### config.mk
export PLATFORM = sky130hd
export DESIGN_NAME = stopwatch_ctrl
export DESIGN_NICKNAME = d
export VERILOG_FILES = /design/src/rtl/stopwatch_pkg.sv /design/src/rtl/btn_debounce.sv /design/src/rtl/stopwatch_ctrl.sv
export SDC_FILE = /design/constraint.sdc
export NUM_CORES = 1
export LEC_CHECK = 0
export BUFFER_PORTS_ARGS = -buffer_cell sky130_fd_sc_hd__buf_2
export CORE_MARGIN = 2
export CORE_UTILIZATION = 45
export CTS_CLUSTER_DIAMETER = 120
export DETAILED_ROUTE_END_ITERATION = 7
export SETUP_SLACK_MARGIN = 0.2
export SKIP_LAST_GASP = 1
export SLEW_MARGIN = 40
export SYNTH_ARGS = -nofsm -noshare
export SYNTH_HDL_FRONTEND = slang
export SYNTH_SLANG_ARGS = --single-unit
### constraint.sdc
create_clock -name clk -period 4.2 [get_ports clk]
set_input_delay 0.21 -clock clk [delete_from_list [all_inputs] [get_ports clk]]
set_output_delay 0.21 -clock clk [all_outputs]
set_load 0.03 [all_outputs]
### src/rtl/stopwatch_pkg.sv
// Shared definitions for the stopwatch control sequencer: state encoding,
// button event priority and default timing constants.
package stopwatch_pkg;

   typedef enum logic [1:0] {
      ST_IDLE = 2'd0,
      ST_RUN  = 2'd1,
      ST_STOP = 2'd2,
      ST_VIEW = 2'd3
   } state_e;

   typedef enum logic [1:0] {
      EV_NONE  = 2'd0,
      EV_START = 2'd1,
      EV_LAP   = 2'd2,
      EV_VIEW  = 2'd3
   } event_e;

   localparam int DEF_TICK_DIV   = 500000;
   localparam int DEF_DEB_CYCLES = 50000;

   // Start beats lap beats view; losers in the same cycle are simply dropped.
   function automatic event_e pick_event(input logic start, input logic lap, input logic view);
      if (start)     return EV_START;
      else if (lap)  return EV_LAP;
      else if (view) return EV_VIEW;
      else           return EV_NONE;
   endfunction

endpackage

### src/rtl/btn_debounce.sv
// Raw active-low button -> 2-flop synchronizer -> stability counter ->
// single-cycle press pulse on the accepted released-to-pressed edge.
module btn_debounce
   import stopwatch_pkg::*;
#(
   parameter int DEB_CYCLES = DEF_DEB_CYCLES
) (
   input  logic clk_i,
   input  logic rst_ni,
   input  logic btn_ni,
   output logic press_o
);

   localparam int CW = (DEB_CYCLES > 1) ? $clog2(DEB_CYCLES) : 1;

   logic          sync1_q, sync2_q, acc_q, press_q;
   logic [CW-1:0] cnt_q;
   logic          accept;

   // The level flips on the DEB_CYCLES-th consecutive differing sample.
   assign accept  = (sync2_q != acc_q) && (cnt_q == CW'(DEB_CYCLES - 1));
   assign press_o = press_q;

   always_ff @(posedge clk_i or negedge rst_ni) begin
      if (!rst_ni) begin
         sync1_q <= 1'b1;
         sync2_q <= 1'b1;
         acc_q   <= 1'b1;
         cnt_q   <= '0;
         press_q <= 1'b0;
      end else begin
         sync1_q <= btn_ni;
         sync2_q <= sync1_q;
         press_q <= accept && !sync2_q;
         if (sync2_q == acc_q) begin
            cnt_q <= '0;
         end else if (accept) begin
            acc_q <= sync2_q;
            cnt_q <= '0;
         end else begin
            cnt_q <= cnt_q + CW'(1);
         end
      end
   end

endmodule

### src/rtl/stopwatch_ctrl.sv
// Run/stop/clear sequencer for the stopwatch datapath: debounced buttons in,
// tick, clear, lap write strobes and display slot selection out.
module stopwatch_ctrl
   import stopwatch_pkg::*;
#(
   parameter int TICK_DIV   = DEF_TICK_DIV,
   parameter int DEB_CYCLES = DEF_DEB_CYCLES,
   parameter int LAPS       = 4
) (
   input  logic       clk,
   input  logic       reset,
   input  logic       btn_start_n,
   input  logic       btn_lap_n,
   input  logic       btn_view_n,
   output logic       run,
   output logic       tick,
   output logic       clear,
   output logic       lap_we,
   output logic [2:0] lap_idx,
   output logic [2:0] view_idx,
   output logic [1:0] state
);

   localparam int PW = $clog2(TICK_DIV);

   logic   ev_start, ev_lap, ev_view;
   event_e ev;

   state_e        state_q, state_d, ret_q, ret_d;
   logic [2:0]    lap_cnt_q, lap_cnt_d, lap_idx_q, lap_idx_d, view_idx_q, view_idx_d;
   logic [PW-1:0] presc_q, presc_d;
   logic          run_q, run_d, tick_q, tick_d, clear_q, clear_d, lap_we_q, lap_we_d;

   btn_debounce #(.DEB_CYCLES(DEB_CYCLES)) u_deb_start (
      .clk_i(clk), .rst_ni(reset), .btn_ni(btn_start_n), .press_o(ev_start));
   btn_debounce #(.DEB_CYCLES(DEB_CYCLES)) u_deb_lap (
      .clk_i(clk), .rst_ni(reset), .btn_ni(btn_lap_n), .press_o(ev_lap));
   btn_debounce #(.DEB_CYCLES(DEB_CYCLES)) u_deb_view (
      .clk_i(clk), .rst_ni(reset), .btn_ni(btn_view_n), .press_o(ev_view));

   assign ev = pick_event(ev_start, ev_lap, ev_view);

   always_comb begin
      state_d    = state_q;
      ret_d      = ret_q;
      lap_cnt_d  = lap_cnt_q;
      lap_idx_d  = lap_idx_q;
      view_idx_d = view_idx_q;
      presc_d    = presc_q;
      clear_d    = 1'b0;
      lap_we_d   = 1'b0;

      if (state_q == ST_RUN)
         presc_d = (presc_q == PW'(TICK_DIV - 1)) ? '0 : presc_q + PW'(1);

      unique case (state_q)
         ST_IDLE: begin
            if (ev == EV_START) begin
               state_d = ST_RUN;
            end else if (ev == EV_VIEW && lap_cnt_q != 3'd0) begin
               state_d    = ST_VIEW;
               ret_d      = ST_IDLE;
               view_idx_d = 3'd1;
            end
         end
         ST_RUN: begin
            if (ev == EV_START) begin
               state_d = ST_STOP;
            end else if (ev == EV_LAP && lap_cnt_q < 3'(LAPS)) begin
               lap_we_d  = 1'b1;
               lap_idx_d = lap_cnt_q + 3'd1;
               lap_cnt_d = lap_cnt_q + 3'd1;
            end
         end
         ST_STOP: begin
            if (ev == EV_START) begin
               state_d = ST_RUN;
            end else if (ev == EV_LAP) begin
               state_d    = ST_IDLE;
               clear_d    = 1'b1;
               lap_cnt_d  = 3'd0;
               view_idx_d = 3'd0;
               presc_d    = '0;
            end else if (ev == EV_VIEW && lap_cnt_q != 3'd0) begin
               state_d    = ST_VIEW;
               ret_d      = ST_STOP;
               view_idx_d = 3'd1;
            end
         end
         ST_VIEW: begin
            // Stepping past the last stored lap returns to where viewing began.
            if (ev == EV_VIEW) begin
               if (view_idx_q < lap_cnt_q) begin
                  view_idx_d = view_idx_q + 3'd1;
               end else begin
                  view_idx_d = 3'd0;
                  state_d    = ret_q;
               end
            end else if (ev == EV_LAP) begin
               view_idx_d = 3'd0;
               state_d    = ret_q;
            end
         end
         default: state_d = ST_IDLE;
      endcase

      run_d  = (state_d == ST_RUN);
      tick_d = (state_d == ST_RUN) && (presc_d == PW'(TICK_DIV - 1));
   end

   always_ff @(posedge clk or negedge reset) begin
      if (!reset) begin
         state_q    <= ST_IDLE;
         ret_q      <= ST_IDLE;
         lap_cnt_q  <= 3'd0;
         lap_idx_q  <= 3'd0;
         view_idx_q <= 3'd0;
         presc_q    <= '0;
         run_q      <= 1'b0;
         tick_q     <= 1'b0;
         clear_q    <= 1'b0;
         lap_we_q   <= 1'b0;
      end else begin
         state_q    <= state_d;
         ret_q      <= ret_d;
         lap_cnt_q  <= lap_cnt_d;
         lap_idx_q  <= lap_idx_d;
         view_idx_q <= view_idx_d;
         presc_q    <= presc_d;
         run_q      <= run_d;
         tick_q     <= tick_d;
         clear_q    <= clear_d;
         lap_we_q   <= lap_we_d;
      end
   end

   assign run      = run_q;
   assign tick     = tick_q;
   assign clear    = clear_q;
   assign lap_we   = lap_we_q;
   assign lap_idx  = lap_idx_q;
   assign view_idx = view_idx_q;
   assign state    = state_q;

endmodule

### Word level (Yosys, flattened, before mapping)

Cells that the tools add are included.

* register bits after elaboration: 96
* output and inout bits: 12
* logic and storage cells: 135

* add/sub/neg operators: 6
* magnitude comparators: 2
* equal/unequal tests: 27
* mux-type cells: 47
* bitwise gates (word level): 4
* reduce and logical (&&, ||, !) cells: 24

Operators by type and width (count)
* $mux W16: 6
* $mux W19: 5
* $add A16 B1 Y16 const B: 3
* $eq A16 B16 Y1 const B: 3
* $eq A19 B19 Y1 const B: 2
* $mux W2: 16
* $mux W3: 10
* $add A19 B1 Y19 const B: 1
* $ne A2 B2 Y1 const B: 7
* $logic_and A1 B1 Y1: 9
* $pmux W3 S3: 1
* $eq A2 B2 Y1 const B: 4
* $pmux W2 S4: 1
* $add A3 B1 Y3 const B: 2
* $eq A2 B1 Y1 const B: 3
* $mux W1: 6
* $pmux W3 S2: 1
* $reduce_and A2 Y1: 3
* $reduce_and A6 Y1: 1
* $reduce_bool A3 Y1: 2
* $reduce_and A5 Y1: 1
* $not A1 Y1: 4
* $pmux W2 S2: 1
* $reduce_and A4 Y1: 1
* other kinds (10): 17

### Logic depth before layout (Yosys ltp)

Gate-level depths: netlist (run 1).

* word-level depth: 11
* mapped depth: 8
* mapped depth without buffers: 8

### By module

From an unflattened synthesis (run 1), not the netlist that was laid out.

* cells, all modules: 487
* area, all modules: 4952.2 sq um

Modules (own cells, without submodules)
* btn_debounce: times used 3, cells an instance 90, area each 975.9 sq um
* stopwatch_ctrl: times used 1, cells an instance 217, area each 2024.4 sq um

### Worst setup path after synthesis (run 1)

OpenSTA, ideal clock, no wires.

* kind: register to register
* start point: register view_idx_q[2], in the netlist view_idx[2]
* end point: register tick_q, in the netlist tick
* data arrival time: 1.787 ns
* setup slack: 2.317 ns
* cell stages (with the launch flop): 8
* path buffers: 0
* cells stage by stage: dfrtp_1 -> ha_1 -> nand2_1 -> o21ai_1 -> and4_1 -> o21ai_0 -> nand4b_1 -> nor4_2

* longest elaborated chain between the ends: 6

RTL lines
* from (decl): RTL line stopwatch_ctrl.sv:30 `logic [2:0] lap_cnt_q, lap_cnt_d, lap_idx_q, lap_idx_d, view_idx_q, view_idx_d;`
* from (signal assigned): RTL line stopwatch_ctrl.sv:128 `view_idx_q <= view_idx_d;`
* $lt A3 B3 Y1: RTL line stopwatch_ctrl.sv:93 `if (view_idx_q < lap_cnt_q) begin`
* $mux W2: RTL line stopwatch_ctrl.sv:93
* $mux W2: RTL line stopwatch_ctrl.sv:92 `if (ev == EV_VIEW) begin`
* $pmux W2 S4: RTL line stopwatch_ctrl.sv:56 `unique case (state_q)`
* via state_d[1]: RTL line stopwatch_ctrl.sv:29 `state_e state_q, state_d, ret_q, ret_d;`
* $eq A2 B1 Y1: RTL line stopwatch_ctrl.sv:108 `tick_d = (state_d == ST_RUN) && (presc_d == PW'(TICK_DIV - 1));`
* $logic_and A1 B1 Y1: RTL line stopwatch_ctrl.sv:108
* via tick_d: RTL line stopwatch_ctrl.sv:32 `logic run_q, run_d, tick_q, tick_d, clear_q, clear_d, lap_we_q, lap_we_d;`
* to (signal assigned): RTL line stopwatch_ctrl.sv:131 `tick_q <= tick_d;`
* to (decl): RTL line stopwatch_ctrl.sv:32

The timed path passes the listed nets, and every way through them passes these cells.
A chain may end at the register's enable or synchronous reset.

### Worst setup path in the final report (run 1)

* start point: register u_deb_start.press_q, in the netlist u_deb_start.press_o
* end point: register tick_q, in the netlist tick

* elaborated cells on any way between the ends: 19

RTL lines
* from (decl): RTL line btn_debounce.sv:16 `logic sync1_q, sync2_q, acc_q, press_q;`
* from (signal assigned): RTL line btn_debounce.sv:34 `press_q <= accept && !sync2_q;`
* $mux W2 (*): RTL line stopwatch_pkg.sv:24 `if (start) return EV_START;`
* $eq A2 B2 Y1: RTL line stopwatch_ctrl.sv:78 `end else if (ev == EV_LAP) begin`
* $mux W19: RTL line stopwatch_ctrl.sv:78
* $mux W19 (*): RTL line stopwatch_ctrl.sv:76 `if (ev == EV_START) begin`
* $mux W19 (*): RTL line stopwatch_ctrl.sv:56
* via presc_d[13]: RTL line stopwatch_ctrl.sv:31 `logic [PW-1:0] presc_q, presc_d;`
* $eq A19 B19 Y1 (*): RTL line stopwatch_ctrl.sv:108
* $logic_and A1 B1 Y1 (*): RTL line stopwatch_ctrl.sv:108
* via tick_d: RTL line stopwatch_ctrl.sv:32

The timed path passes the listed nets; every way through them passes the cells marked *.

==> impl_metrics.yaml, run 1 <==
cts:
  cts_tree: "done"
  path_clk_slew_ps: 100
  postCtsResizedCells: 0
  postCtsSetupBuffers: 0
  postCtsHoldBufs: 4
  clockRootBuffer: "clkbuf_8"
  htree_num_levels: 3
  cts.path.max_buffers: 2
  cts_made_buffers: 9
  clk_latency_ps: 370
  clkSinkCount: 95
critical_path:
  max_stage_delay_ps: 580
  r2r-start: "u_deb_start.press_o$_DFF_PN0_"
  critPathLaunchType: "flop"
  r2r_cells: 6
  path_cells: "nand2b_1 -> nor3b_1 -> a41o_1 -> a21oi_1 -> nand2_1 -> nor4_2"
  critPathLaunch: "u_deb_start.press_o$_DFF_PN0_"
  worstPathMaxFanout: 18
  crit_slowest_cell: "nor3b_1"
  r2r_slack_ps: 1960
  critical_path.endpoint: "tick$_DFF_PN0_"
  crit_arrival_ps: 2480
  reg2reg_to: "tick$_DFF_PN0_"
  worstSetupPathType: "flop to flop"
  worstPathRequired_ps: 4440
  end_kind: "flop"
pwr:
  switchingPower_w: 0.000357
  leakagePower_nw: 2.26
  intPower_w: 0.00131
  p_per_area_mw_per_mm2: 332
  pwr-share-clk: 0.414
  power.total_w: 0.00167
  comb_power_share: 0.026
  vdd.ir_drop.worst_mv: 0.225
  p_seq_frac: 0.560
  switching_share: 0.214
timing:
  max_freq_mhz: 446
  setup_viol: 0
  period_share: 0.534
  finalClockSkew_ps: 16.7
  finalCriticalPeriod_ps: 2240
  worst_slew_pin_slew_ps: 659
  max_slew_margin: 0.560
  slew_viol_final: 0
  setup_tns_ps: 0
  rsz0062_at_grt: "false"
  finalHoldViolCount: 0
hold_path:
  hp-class: "flop to flop"
placement:
  gp_congestion: 0.820
  portBuffers: 16
  place_hpwl_um: 5540
flow_run:
  maxCapViolations: 0
synthesis:
  seq_area_frac_synth: 0.526
  ys.warnings.count: 0
  synth_area_leaders: "dfrtp_1 (47%), nor2_1 (7.4%), xnor2_1 (6.6%)"
  synth_seq_cells: 95
  synth.cell_area_sq_mm: 0.00454
  syn_nets: 468
  synth_edf_count: 0
  synth_top_area_frac: 0.474
  synthCells: 454
  synthFlopType: "dfrtp_1"
  async_flop_share: 1.00
  yosysTopAreaCell: "dfrtp_1"
  yosysMostFrequentCell: "nor2_1"
  synth_common_cells: "nor2_1 (89), dfrtp_1 (86), nand2_1 (35)"
  ys_types: 44
  synth.avg_cell_area_sq_um: 10.0
die:
  num_rows: 36
  core_sq_mm: 0.00977
  die-area_sq_mm: 0.0109
  io_pins: 17
  die_h_um: 104
  initial_core_util: 0.465
  die_w_um: 104
global_route:
  grt-ovfl-total: 0
  antenna_found_initial: 0
  grt_usage: 0.167
  grt_max_degree: 64
  grt_first_pass_wirelength_um: 14900
  grt_pass1_vias: 3211
final_layout:
  multi_input_area_sq_mm: 0.00204
  fillers: 886
  antenna_cells: 0
  area.sequential_sq_mm: 0.00239
  fin_nets: 488
  drive_above_1_share: 0.111
  area_delta_synth_final_pct: 10.4
routing:
  via_count: 3140
  vias_per_cell: 5.13
  routed_wl_um: 8140
  drt_iter0_markers: 148
  antenna_left: 0
  dr.pass1.iters: 4
  wire_per_inst_um: 13.3
  drc: 0
run_status:
  status: "completed"
==> worst min path at each step <==
stage	slack [ps]	cells past startpoint	start	end
finish	340	0	u_deb_lap.sync1_q$_DFF_PN1_	u_deb_lap.sync2_q$_DFF_PN1_
global route	340	0	u_deb_lap.sync1_q$_DFF_PN1_	u_deb_lap.sync2_q$_DFF_PN1_
CTS	340	0	u_deb_lap.sync1_q$_DFF_PN1_	u_deb_lap.sync2_q$_DFF_PN1_
global placement	320	1	btn_start_n	u_deb_start.sync1_q$_DFF_PN1_
floorplan	-90	0	reset	clear$_DFF_PN0_
detailed placement	320	1	btn_view_n	u_deb_view.sync1_q$_DFF_PN1_
==> power groups by stage <==
stage | sequential [W] | combinational, W | clock (W)
2_1_floorplan | 0.000949 | 0.0000183 | 0
3_3_place_gp | 0.000950 | 0.0000418 | 0
3_5_place_dp | 0.000951 | 0.0000423 | 0
4_1_cts | 0.000933 | 0.0000456 | 0.000711
5_1_grt | 0.000935 | 0.0000526 | 0.000757
6_report | 0.000933 | 0.0000437 | 0.000690
==> per-stage QoR <==
step	setup WS, ps	utilization	hold slack [ps]	instances	cell area [sq um]
after floorplan	2320	-	-85.6	454	4540
after global placement	2050	0.485	315	592	4740
after detailed placement	1890	0.485	316	592	4740
after CTS	1860	0.513	341	612	5010
after global routing	1670	0.513	339	612	5020
final	1960	0.513	341	612	5020
==> cells by family (layout without fill, tap and decap cells) <==
| group | Yosys count | after routing | share of synthesized area |
|---|---|---|---|
| and+or+nand+nor | 222 | 222 | 0.245 |
| DFF | 95 | 95 | 0.526 |
| xor gates and xnor gates | 63 | 63 | 0.121 |
| AOI/OAI and AO/OA | 32 | 32 | 0.0432 |
| buffers and inverters | 27 | 52 | 0.0253 |
| adders and majority gates | 9 | 9 | 0.0248 |
| muxes | 6 | 6 | 0.0146 |
==> worst max-delay path, delay by kind of cell (launching register included) <==
family	cells	cell delay, ps
and+or+nand+nor	4	960
AOI/OAI and AO/OA	2	710
DFF	1	450
==> metal layers <==
metal	wire, um	track usage	vias up
met5	0	0	-
met1	4110	0.231	1523
met4	109	0.0541	0
met2	3690	0.256	30
met3	230	0.0426	9
li1	-	-	1578
==> sequential cells by signal (all words and copies together) (netlist names), 2 cells and up <==
name / cells
lap_cnt_q: 3
lap_idx: 3
presc_q: 19
state: 2
u_deb_lap.cnt_q: 16
u_deb_start.cnt_q: 16
u_deb_view.cnt_q: 16
view_idx: 3
==> area by class of cell <==
type | count | area share
well taps | 133 | 0.0332
repair buffers | 21 | 0.0267
inverters | 15 | 0.0112
flip-flops and latches | 95 | 0.476
clock inverters | 4 | 0.0152
clock buffers | 12 | 0.0309
multi-input cells | 332 | 0.407
==> layout by cell type (no fill, tap or decap), drive strengths merged, types with 12 or more instances in the layout <==
master	count
buf	17
inv	16
and3	14
xnor2	34
nor3	13
clkbuf	12
dfrtp	86
nand3	20
xor2	29
nor2	89
o21ai	13
nand4	16
nand2	35
No activity file was read; power rests on OpenSTA's default activity.
==> run 2: changes to the inputs <==
==> constraint.sdc (replaced) <==
create_clock -name clk -period 2 [get_ports clk]
set_input_delay 0.1 -clock clk [delete_from_list [all_inputs] [get_ports clk]]
set_output_delay 0.1 -clock clk [all_outputs]
set_load 0.03 [all_outputs]
==> impl_metrics.yaml, run 2 (synthesized netlist as in run 1, its figures left out) <==
timing:
  finalClockSkew_ps: 12.4
  max_slew_margin: 0.692
  finalHoldViolCount: 0
  worst_slew_pin_slew_ps: 459
  setup_viol: 0
  slew_viol_final: 0
  finalCriticalPeriod_ps: 1840
  setup_tns_ps: 0
  rsz0062_at_grt: "true"
  fin_hold_ws_ps: 217
  max_freq_mhz: 542
  period_share: 0.922
pwr:
  p_per_area_mw_per_mm2: 636
  p_seq_frac: 0.583
  comb_power_share: 0.029
  leakagePower_nw: 2.41
  switching_share: 0.217
  vdd.ir_drop.worst_mv: 0.509
  intPower_w: 0.00263
  switchingPower_w: 0.000727
  pwr-share-clk: 0.387
cts:
  clk_latency_ps: 360
  htree_num_levels: 3
  cts.path.max_buffers: 2
  clkSinkCount: 95
  cts_made_buffers: 9
  clockRootBuffer: "clkbuf_8"
  cts_tree: "done"
  path_clk_slew_ps: 90
critical_path:
  worstSetupPathType: "flop to flop"
  r2r-start: "presc_q[1]$_DFF_PN0_"
  critPathLaunchType: "flop"
  critPathLaunch: "presc_q[1]$_DFF_PN0_"
  worstPathMaxFanout: 5
  worstPathRequired_ps: 2270
  crit_arrival_ps: 2120
  critical_path.endpoint: "tick$_DFF_PN0_"
  reg2reg_to: "tick$_DFF_PN0_"
  r2r_cells: 8
  r2r_slack_ps: 160
  end_kind: "flop"
placement:
  place_hpwl_um: 5760
  portBuffers: 16
  gp_congestion: 0.834
final_layout:
  final_common_cell: "nor2_1"
  area_delta_synth_final_pct: 16.2
  drive_above_1_share: 0.198
  largest_reg_flops: 19
  antenna_cells: 0
  fin_nets: 514
  layout_common_cells: "nor2_1 (89), dfrtp_1 (80), nand2_1 (35)"
  top_register: "presc_q"
  fin_util: 0.540
die:
  die-area_sq_mm: 0.0109
  num_rows: 36
  initial_core_util: 0.465
  die_h_um: 104
  core_sq_mm: 0.00977
  io_pins: 17
  die_w_um: 104
global_route:
  grt_pass1_vias: 3274
  grt_first_pass_wirelength_um: 15000
  grt_usage: 0.167
  antenna_found_initial: 0
  grt-ovfl-total: 0
  grt_max_degree: 63
routing:
  drc: 0
  routed_wl_um: 8150
  vias_per_cell: 5.07
  dr.pass1.iters: 5
  antenna_left: 0
  drt_iter0_markers: 104
  wire_per_inst_um: 12.8
  via_count: 3236
flow_run:
  maxCapViolations: 0
hold_path:
  hp-class: "primary input to async pin"
run_status:
  status: "completed"
==> run 2: critical path, stage by stage (launching register included) <==
cell and delay, ps:
dfrtp_1 430, ha_2 220, buf_6 120, xnor2_2 130, nor4b_2 300, a41oi_1 70
nor3_1 160, nand2_1 90, nor4_2 230
==> run 2: cell type report <==
| type | count | area (sq um) |
|---|---|---|
| Tap cell | 133 | 166 |
| Clock inverter | 4 | 52.6 |
| Inverter | 15 | 56.3 |
| Fill cell | 892 | 4500 |
| Timing Repair Buffer | 47 | 342 |
| Multi-Input combinational cell | 332 | 2110 |
| Sequential cell | 95 | 2400 |
| Clock buffer | 12 | 155 |
==> run 2: how the worst min path moves through the flow <==
stage / startpoint / endpoint / slack [ps] / depth (start not counted)
3_5_place_dp: reset / lap_cnt_q[1]$_DFFE_PN0P_ / 80 / 1
4_1_cts: reset / lap_cnt_q[1]$_DFFE_PN0P_ / 220 / 2
3_3_place_gp: reset / lap_cnt_q[1]$_DFFE_PN0P_ / 70 / 1
6_report: reset / lap_cnt_q[1]$_DFFE_PN0P_ / 220 / 2
5_1_grt: reset / lap_cnt_q[1]$_DFFE_PN0P_ / 260 / 2
2_1_floorplan: reset / clear$_DFF_PN0_ / -200 / 0
==> run 2: per-stage QoR <==
step | setup slack (ps) | instances | instance area [sq um] | total power, W
final | 156 | 638 | 5280 | 0.00336
after global placement | 113 | 608 | 4880 | 0.00209
after CTS | 202 | 635 | 5210 | 0.00342
after global routing | 84.2 | 638 | 5280 | 0.00352
after detailed placement | 92.1 | 608 | 4880 | 0.00209
after floorplan | 206 | 454 | 4550 | 0.00203
==> run 2: per-layer routing <==
layer / up-vias / part of all wire / track usage
li1: 1622 / - / -
met5: - / 0 / 0
met2: 39 / 0.46 / 0.261
met4: 0 / 0.017 / 0.0695
met3: 10 / 0.025 / 0.0263
met1: 1565 / 0.50 / 0.232
==> run 2: repair_timing <==
action                     CTS  global route
hold endpoints to repair    30             0
resized for setup            9            12
pin swaps                    2             6
setup endpoints to repair    2            32
setup buffers                7             3
hold buffers                 4             0
==> run 2: power by group through the flow <==
stage                     combinational (W)  sequential [W]  clock, W
after global routing               0.000119         0.00196   0.00144
after CTS                          0.000104         0.00196   0.00135
after global placement            0.0000960         0.00199         0
after detailed placement          0.0000978         0.00200         0
after floorplan                   0.0000383         0.00199         0
final                             0.0000991         0.00196   0.00130
